$ cat config.mk
export PLATFORM = sky130hd
export DESIGN_NAME = pagerank_stream_tx_flat
export DESIGN_NICKNAME = d
export VERILOG_FILES = /design/src/rtl/pagerank_pkg.sv /design/src/rtl/pagerank_stream_tx_if.sv /design/src/rtl/pagerank_stream_tx.sv /design/src/flat_wrapper.sv
export SDC_FILE = /design/constraint.sdc
export NUM_CORES = 1
export LEC_CHECK = 0
export CORE_MARGIN = 5
export CORE_UTILIZATION = 40
export DETAILED_ROUTE_END_ITERATION = 8
export HOLD_SLACK_MARGIN = 0.15
export PLACE_DENSITY_LB_ADDON = 0.1
export SYNTH_ARGS = -nofsm -noshare
export SYNTH_HDL_FRONTEND = slang
export SYNTH_SLANG_ARGS = --single-unit
$ cat constraint.sdc
create_clock -name clock -period 1.67 [get_ports clock]
set_input_delay 0.167 -clock clock [delete_from_list [all_inputs] [get_ports clock]]
set_output_delay 0.167 -clock clock [all_outputs]
set_load 0.01 [all_outputs]
$ cat src/rtl/pagerank_pkg.sv
// Shared pagerank types and widths, used by the stream transmitter and by pagerank_comp.
package pagerank_pkg;

  localparam int unsigned PR_WIDTH   = 64;
  localparam int unsigned ITER_WIDTH = 32;

  typedef enum logic [2:0] {
    IDLE,
    SEND,
    DONE,
    WAIT_NEXT,
    HALT
  } tx_state_t;

endpackage

$ cat src/rtl/pagerank_stream_tx_if.sv
// Valid/ready beat stream from the pagerank transmitter to pagerank_comp, with pass framing.
interface pagerank_stream_tx_if #(
  parameter int unsigned IDX_W = 2
);
  import pagerank_pkg::*;

  logic [PR_WIDTH-1:0] stream_data;
  logic [IDX_W-1:0]    stream_index;
  logic                stream_valid;
  logic                stream_ready;
  logic                stream_start;
  logic                stream_done;

  modport master (
    output stream_data,
    output stream_index,
    output stream_valid,
    output stream_start,
    output stream_done,
    input  stream_ready
  );

  modport slave (
    input  stream_data,
    input  stream_index,
    input  stream_valid,
    input  stream_start,
    input  stream_done,
    output stream_ready
  );

endinterface

$ cat src/rtl/pagerank_stream_tx.sv
// Snapshots the accumulated pagerank vector and streams it one word per accepted beat,
// pacing passes on the consumer's nextIteration / pagerank_complete feedback.
module pagerank_stream_tx
  import pagerank_pkg::*;
#(
  parameter int unsigned NODES_IN_GRAPH = 4
) (
  input  logic                  clock,
  input  logic                  reset_n,
  input  logic [PR_WIDTH-1:0]   pagerank_accum [NODES_IN_GRAPH],
  input  logic                  accum_valid,
  output logic                  accum_ready,
  pagerank_stream_tx_if.master  stream,
  input  logic                  nextIteration,
  input  logic                  pagerank_complete,
  output logic [ITER_WIDTH-1:0] tx_iteration,
  output logic                  tx_halted
);

  localparam int unsigned IDX_W = (NODES_IN_GRAPH > 1) ? $clog2(NODES_IN_GRAPH) : 1;
  localparam logic [IDX_W-1:0] LAST_IDX = IDX_W'(NODES_IN_GRAPH - 1);

  tx_state_t           state;
  logic [PR_WIDTH-1:0] snap_buf [NODES_IN_GRAPH];
  logic [IDX_W-1:0]    idx_next;

  assign idx_next = stream.stream_index + IDX_W'(1);

  // All outputs are registered here so no input reaches an output combinationally.
  always_ff @(posedge clock or negedge reset_n) begin
    if (!reset_n) begin
      state               <= IDLE;
      accum_ready         <= 1'b1;
      stream.stream_valid <= 1'b0;
      stream.stream_start <= 1'b0;
      stream.stream_done  <= 1'b0;
      stream.stream_data  <= '0;
      stream.stream_index <= '0;
      tx_iteration        <= '0;
      tx_halted           <= 1'b0;
      for (int i = 0; i < int'(NODES_IN_GRAPH); i++) snap_buf[i] <= '0;
    end else begin
      stream.stream_done <= 1'b0;
      unique case (state)
        IDLE: begin
          if (accum_valid) begin
            snap_buf            <= pagerank_accum;
            state               <= SEND;
            accum_ready         <= 1'b0;
            stream.stream_valid <= 1'b1;
            stream.stream_start <= 1'b1;
            stream.stream_data  <= pagerank_accum[0];
            stream.stream_index <= '0;
          end
        end
        SEND: begin
          if (stream.stream_ready) begin
            if (stream.stream_index == LAST_IDX) begin
              state               <= DONE;
              stream.stream_valid <= 1'b0;
              stream.stream_start <= 1'b0;
              stream.stream_done  <= 1'b1;
              tx_iteration        <= tx_iteration + ITER_WIDTH'(1);
            end else begin
              stream.stream_index <= idx_next;
              stream.stream_data  <= snap_buf[idx_next];
              stream.stream_start <= 1'b0;
            end
          end
        end
        DONE: begin
          state <= WAIT_NEXT;
        end
        WAIT_NEXT: begin
          // Convergence takes priority over a simultaneous request for another pass.
          if (pagerank_complete) begin
            state     <= HALT;
            tx_halted <= 1'b1;
          end else if (nextIteration) begin
            state       <= IDLE;
            accum_ready <= 1'b1;
          end
        end
        HALT: begin
          state <= HALT;
        end
        default: begin
          state <= IDLE;
        end
      endcase
    end
  end

endmodule

$ cat src/flat_wrapper.sv
// flat-port wrapper written by rule: the top's interface ports become plain ports
module pagerank_stream_tx_flat import pagerank_pkg::*;
#(
  parameter int unsigned NODES_IN_GRAPH = 4
)
  (clock, reset_n, pagerank_accum, accum_valid, accum_ready, nextIteration, pagerank_complete, tx_iteration, tx_halted, stream_stream_data, stream_stream_index, stream_stream_valid, stream_stream_start, stream_stream_done, stream_stream_ready);
  pagerank_stream_tx_if #(.IDX_W(2)) stream_i ();
  input  logic clock;
  input  logic reset_n;
  input  logic [PR_WIDTH-1:0] pagerank_accum[NODES_IN_GRAPH];
  input  logic accum_valid;
  output logic accum_ready;
  input  logic nextIteration;
  input  logic pagerank_complete;
  output logic [ITER_WIDTH-1:0] tx_iteration;
  output logic tx_halted;
  output wire logic [$bits(stream_i.stream_data)-1:0] stream_stream_data;
  output wire logic [$bits(stream_i.stream_index)-1:0] stream_stream_index;
  output wire logic [$bits(stream_i.stream_valid)-1:0] stream_stream_valid;
  output wire logic [$bits(stream_i.stream_start)-1:0] stream_stream_start;
  output wire logic [$bits(stream_i.stream_done)-1:0] stream_stream_done;
  input wire logic [$bits(stream_i.stream_ready)-1:0] stream_stream_ready;
  assign stream_stream_data = stream_i.stream_data;
  assign stream_stream_index = stream_i.stream_index;
  assign stream_stream_valid = stream_i.stream_valid;
  assign stream_stream_start = stream_i.stream_start;
  assign stream_stream_done = stream_i.stream_done;
  assign stream_i.stream_ready = stream_stream_ready;
  pagerank_stream_tx #(.NODES_IN_GRAPH(NODES_IN_GRAPH)) u_core (.clock(clock), .reset_n(reset_n), .pagerank_accum(pagerank_accum), .accum_valid(accum_valid), .accum_ready(accum_ready), .stream(stream_i), .nextIteration(nextIteration), .pagerank_complete(pagerank_complete), .tx_iteration(tx_iteration), .tx_halted(tx_halted));
endmodule
==> results of run 1 <==
-- report_power, final --
part	leakage, nW	internal, mW	switching, mW
registers	4.29	13.0	2.40
clock network	0.687	5.70	3.63
logic	6.42	15.1	9.31
total	11.4	33.8	15.3
-- worst max-delay path by stage --
stage,endpoint,slack (ns),startpoint,cells past startpoint
after floorplan,u_core.stream.stream_data[13],-0.03,u_core.stream.stream_index[0],5
after CTS,u_core.stream.stream_data[41],-0.16,u_core.stream.stream_index[0],8
final,u_core.snap_buf[106],-0.17,u_core.state[2],7
after global routing,u_core.tx_iteration[27],-0.27,u_core.state[0],6
after detailed placement,u_core.tx_iteration[21],-0.23,stream_stream_ready,6
after global placement,u_core.snap_buf[105],-0.21,accum_valid,6
-- cell type report --
cell class,instances,share of cell area
clock buffer,65,0.05056
sequential,362,0.3584
tap,518,0.02563
clock inverter,8,0.004799
inverter,7,0.001039
multi-input combinational,711,0.2961
timing repair buffer,542,0.2632
antenna,2,0.0001979
-- stage by stage --
step	setup TNS [ns]	worst slack [ns]	instances	utilization	cell area, sq um
after floorplan	-1.152	-0.02635	1153	-	15800
after global placement	-54.98	-0.2106	2060	0.5409	21000
after detailed placement	-56.65	-0.2338	2060	0.5409	21000
after CTS	-27.34	-0.1551	2182	0.6132	23810
after global routing	-54.12	-0.2667	2215	0.6514	25290
final	-31.86	-0.1685	2215	0.6514	25290
-- registers in the layout (all words and copies together) (netlist names) --
| register | count |
|---|---|
| u_core.snap_buf | 256 |
| u_core.stream.stream_data | 64 |
| u_core.tx_iteration | 32 |
| u_core.state | 3 |
| u_core.stream.stream_index | 2 |
| u_core.accum_ready | 1 |
| u_core.stream.stream_done | 1 |
| u_core.stream.stream_start | 1 |
| u_core.stream.stream_valid | 1 |
| u_core.tx_halted | 1 |
-- routing by layer --
layer  up-vias  global-route usage  wire [microns]
met5         -                   0              41
met4         6             0.06908            1322
met3        82             0.06254            3361
met2       337              0.3560           24970
met1      5946              0.2818           21790
li1       5189                   -               -
-- Yosys cell counts (all sizes together), types with 4 or more instances --
cell type  instances  area share
a31oi             64       0.025
mux4              64       0.091
xnor2             12      0.0067
nor3              12      0.0041
and3               7      0.0028
nand4             10      0.0049
inv                7      0.0017
nand3              9      0.0029
nor2              75       0.018
dfrtp            361        0.57
o21ai              5      0.0016
nand2            145       0.034
clkbuf            14      0.0033
buf               60       0.020
nor4               6      0.0024
and4               4      0.0022
mux2             257        0.18
xor2              19       0.011
-- worst max-delay path, stage by stage (launching register included) --
cell and delay, ns:
dfrtp_1 0.38, buf_6 0.13, nor3_4 0.25, buf_4 0.15, buf_6 0.09, buf_16 0.15
buf_16 0.20, mux2_2 0.35
-- kinds of logic after synthesis --
kind of cell               share of synthesized area
DFF                                           0.5741
muxes                                         0.2747
and+or+nand+nor                              0.07635
buffers and inverters                        0.02482
AOI/OAI and AO/OA                            0.03124
xor gates and xnor gates                     0.01720
adders and majority gates                   0.001585
-- repair_timing --
action	CTS	global route
setup endpoints to repair	380	383
setup buffers	28	15
hold buffers	2	0
gates resized for setup	202	260
pin swaps	7	5
hold endpoints to repair	362	0
gates cloned	19	26
==> results.sh, run 1 <==
export IMPL_rows=72
export IMPL_die_width_microns=208.6
export IMPL_r2r_setup_slack_ns=-0.17
export IMPL_seq_area_sq_um=9065
export IMPL_grt_pass1_vias=12250
export IMPL_cts_htree_levels=2
export IMPL_crit_type="register to register"
export IMPL_routed_wirelength_mm=51.49
export IMPL_ys_ff_latch=362
export IMPL_max_freq_mhz=543.9
export IMPL_r2r_start="u_core.state[2]"
export IMPL_setup_viol=341
export IMPL_grt_total_usage=0.2172
export IMPL_reg2reg_to="u_core.snap_buf[106]"
export IMPL_power_density_nw_per_um2=1943
export IMPL_hpwl_mm=31.75
export IMPL_start_util=0.4065
export IMPL_dieArea_sq_um=43530
export IMPL_worstSetupStartpointType="register"
export IMPL_vias=11560
export IMPL_p_leak_nw=11.39
export IMPL_hold_path_end="u_core.stream.stream_data[24]"
export IMPL_worstSkewPairLatency_ns=0.56
export IMPL_final_hold_viol_count=0
export IMPL_arrival_ns=2.28
export IMPL_synth_area_per_cell_sq_um=13.69
export IMPL_coreArea_sq_um=38830
export IMPL_cts_buffers=41
export IMPL_port_buffer_count=364
export IMPL_antenna_found_initial=7
export IMPL_synth_nets=1417
export IMPL_status="complete, but fails checks"
export IMPL_synth_edf_count=0
export IMPL_fin_crit_sh=1.101
export IMPL_timing_hold_ws_ns=0.2080
export IMPL_gp_congestion=0.8217
export IMPL_final_common_cell="dfrtp_1"
export IMPL_clk_pin_slew_ns=0.06
export IMPL_skew_ns=0.01047
export IMPL_hp_class="primary input to register"
export IMPL_cts_sinks=362
export IMPL_yosysSeqAreaShare=0.5741
export IMPL_yosysWarnings=0
export IMPL_relSlewSlack=0.7239
export IMPL_worst_ir_drop_vdd_v=0.001121
export IMPL_drc=0
export IMPL_first_pass_iters=4
export IMPL_worst_r2r_path_depth=7
export IMPL_synthCells=1153
export IMPL_drv_slew=0
export IMPL_rsz0062_at_grt="yes"
export IMPL_crit_required_ns=2.11
export IMPL_clk_path_buf_depth=3
export IMPL_io_pins=365
export IMPL_violations="setup timing"
export IMPL_grt_pass1_wl_mm=73.76
export IMPL_whs_path_depth=3
export IMPL_dr_first_iter_drc_count=649
export IMPL_avgRoutedWirePerCell_microns=23.24
export IMPL_yosys_cell_types_count=41
export IMPL_cap_violations=0
export IMPL_worst_pin_slew_ns=0.4142
export IMPL_worst_path_max_fanout=22
export IMPL_final_nets=1929
export IMPL_syn_area_sq_um=15780
export IMPL_drive_above_1_share=0.3587
export IMPL_cts_root_buf="clkbuf_16"
export IMPL_syn2layout_area_growth_pct=60.26
export IMPL_fin_ws_ns=-0.1685
export IMPL_synth_ff_type="dfrtp_1"
export IMPL_via_per_inst=5.219
export IMPL_n_fill_cell=2873
export IMPL_total_power_mw=49.15
export IMPL_synthArstFlopShare=1.000
export IMPL_multi_input_area_sq_um=7490
export IMPL_period_minus_slack_ns=1.838
export IMPL_grt_max_degree=45
export IMPL_grt_ovfl_total=0
export IMPL_final_cell_mix="dfrtp_1 (359), clkdlybuf4s50_1 (278), mux2_4 (233)"
export IMPL_ant_nets=0
export IMPL_min_from="pagerank_accum[216]"
export IMPL_cts_tree="built"
export IMPL_die_h_microns=208.6
export IMPL_worstSetupEndpointType="register"
Note: power is estimated with default switching activity, not from simulation.
==> run 2, diff against run 1 <==
Settings changed: GPL_ROUTABILITY_DRIVEN set to 0.
==> results of run 2 <==
The final DEF is identical to that of run 1; final timing and power are the same.
==> run 3, diff against run 2 <==
Settings changed: PLACE_DENSITY_LB_ADDON 0.1 to 0.3.
==> run 3 against run 2 <==
Compared with the run above: the flow still finishes with violations (setup timing); global-route usage up 0.65 points; worst hold slack improved by 0.0027 ns; core utilization down 0.53 points.
==> results.sh, run 3 (synthesis gave the netlist of run 1 again) <==
export IMPL_ant_nets=0
export IMPL_io_pins=365
export IMPL_rsz0062_at_grt="yes"
export IMPL_n_fill_cell=2725
export IMPL_power_density_nw_per_um2=1915
export IMPL_rows=72
export IMPL_routed_wirelength_mm=52.06
export IMPL_clk_path_buf_depth=3
export IMPL_p_clk_frac=0.181
export IMPL_via_per_inst=5.254
export IMPL_worstSkewPairLatency_ns=0.55
export IMPL_cap_violations=0
export IMPL_vias=11660
export IMPL_drv_slew=0
export IMPL_whs_path_depth=3
export IMPL_worstSetupEndpointType="register"
export IMPL_seq_area_sq_um=9064
export IMPL_p_sw_mw=15.39
export IMPL_dp_slack_ns=-0.3851
export IMPL_grt_total_usage=0.2238
export IMPL_multi_input_area_sq_um=7729
export IMPL_grt_pass1_wl_mm=76.74
export IMPL_first_pass_iters=7
export IMPL_fin_crit_sh=1.104
export IMPL_period_minus_slack_ns=1.844
export IMPL_hp_class="primary input to register"
export IMPL_cts_htree_levels=2
export IMPL_grt_max_degree=57
export IMPL_port_buffer_count=364
export IMPL_largest_register="u_core.snap_buf"
export IMPL_switching_share=0.3204
export IMPL_final_common_cell="dfrtp_1"
export IMPL_dpl_instance_area_sq_um=20960
export IMPL_final_nets=1934
export IMPL_worst_ir_drop_vdd_v=0.001026
export IMPL_drc=0
export IMPL_syn2layout_area_growth_pct=58.95
export IMPL_violations="setup timing"
export IMPL_combPwrFrac=0.496
export IMPL_setup_viol=279
export IMPL_cts_sinks=362
export IMPL_final_cell_mix="dfrtp_1 (360), clkdlybuf4s50_1 (290), mux2_4 (256)"
export IMPL_status="complete, but fails checks"
export IMPL_crit_type="register to register"
export IMPL_grt_ovfl_total=0
export IMPL_relSlewSlack=0.7227
export IMPL_start_util=0.4065
export IMPL_min_from="pagerank_accum[198]"
export IMPL_p_int_mw=32.64
export IMPL_r2r_setup_slack_ns=-0.17
export IMPL_reg_top3="u_core.snap_buf x256, u_core.stream.stream_data x64, u_core.tx_iteration x32"
export IMPL_power_share_sequential=0.323
export IMPL_skew_ns=0.01756
export IMPL_dieArea_sq_um=43530
export IMPL_worst_r2r_path_depth=7
export IMPL_final_cells=2219
export IMPL_antenna_found_initial=1
export IMPL_r2r_start="u_core.stream.stream_index[0]"
export IMPL_cts_root_buf="clkbuf_16"
export IMPL_final_cell_area_sq_um=25090
export IMPL_worstSetupStartpointType="register"
export IMPL_cts_buffers=40
export IMPL_worst_path_max_fanout=10
export IMPL_coreArea_sq_um=38830
export IMPL_fin_ws_ns=-0.1737
export IMPL_arrival_ns=2.30
export IMPL_hpwl_mm=31.86
export IMPL_largest_reg_flops=256
export IMPL_dr_first_iter_drc_count=732
export IMPL_cts_tree="built"
export IMPL_final_hold_viol_count=0
export IMPL_drive_above_1_share=0.3694
export IMPL_startpoint="u_core.stream.stream_index[0]"
export IMPL_grt_pass1_vias=12980
export IMPL_die_width_microns=208.6
export IMPL_worst_pin_slew_ns=0.4160
export IMPL_total_power_mw=48.03
export IMPL_dp_cells=2071
export IMPL_crit_required_ns=2.13
export IMPL_avgRoutedWirePerCell_microns=23.46
export IMPL_clk_pin_slew_ns=0.06
export IMPL_p_leak_nw=11.25
export IMPL_die_h_microns=208.6
export IMPL_max_freq_mhz=542.4
## run 3: cell count changes in the layout (fill, tap and decap cells not counted), sizes merged
cell / change
bufinv: -1
clkbuf: -7
dlygate4sd3: +1
dlygate4sd2: +15
buf: +13
diode: -1
dlymetal6s2s: -27
clkinvlp: -1
inv: +1
clkdlybuf4s50: +12
clkinv: -1
## run 3: layer usage
| layer | track usage | wire length, microns |
|---|---|---|
| met5 | 0 | 0 |
| met4 | 0.06368 | 1145 |
| met3 | 0.04184 | 2588 |
| met2 | 0.3879 | 26600 |
| met1 | 0.2900 | 21720 |
## run 3: worst paths after layout
check | to
min | u_core.stream.stream_data[6]
min in group asynchronous | u_core.snap_buf[17]
min reg2reg | u_core.tx_iteration[31]
max in group asynchronous | u_core.snap_buf[132]
max reg2reg | u_core.stream.stream_data[55]
max | u_core.stream.stream_data[55]
## run 3: metrics by stage
| stage | utilization | hold WS [ns] | TNS, ns |
|---|---|---|---|
| final | 0.6461 | 0.2108 | -16.73 |
| after global placement | 0.5398 | 0.1003 | -95.81 |
| after CTS | 0.6204 | 0.1720 | -24.06 |
| after detailed placement | 0.5398 | 0.09911 | -88.58 |
| after floorplan | - | -0.1286 | -1.152 |
| after global routing | 0.6461 | 0.2131 | -36.51 |
## run 3: power by group through the flow
stage / Sequential, mW / Combinational (mW) / Clock (mW)
finish: 15.5 / 23.8 / 8.70
global route: 15.9 / 25.3 / 9.24
detailed placement: 15.3 / 18.2 / 0
floorplan: 14.9 / 11.1 / 0
CTS: 15.2 / 21.6 / 8.87
global placement: 15.1 / 17.8 / 0
## run 3: cell type report
type / count / share of cell area
clock inverters: 6 / 0.003641
inverters: 7 / 0.001047
diodes: 1 / 0.00009976
well taps: 518 / 0.02584
clock buffers: 66 / 0.04743
flip-flops and latches: 362 / 0.3613
repair buffers: 548 / 0.2525
multi-input cells: 711 / 0.3081
## run 3: timing repair
action / 4_1_cts / 5_1_grt
endpoints found under the hold margin: 336 / 0
gates cloned: 26 / 13
pin swaps: 20 / 18
hold buffers: 2 / 0
buffers inserted: 33 / 22
gates resized for setup: 298 / 244
setup endpoints to repair: 379 / 361
## run 3: worst max-delay path: stages, from the launching register on
cell and delay, ns:
dfrtp_4 0.48, ha_4 0.16, nand3b_1 0.19, a21boi_4 0.32, clkbuf_16 0.24, buf_12 0.14, nor2_1 0.04, a31oi_1 0.16
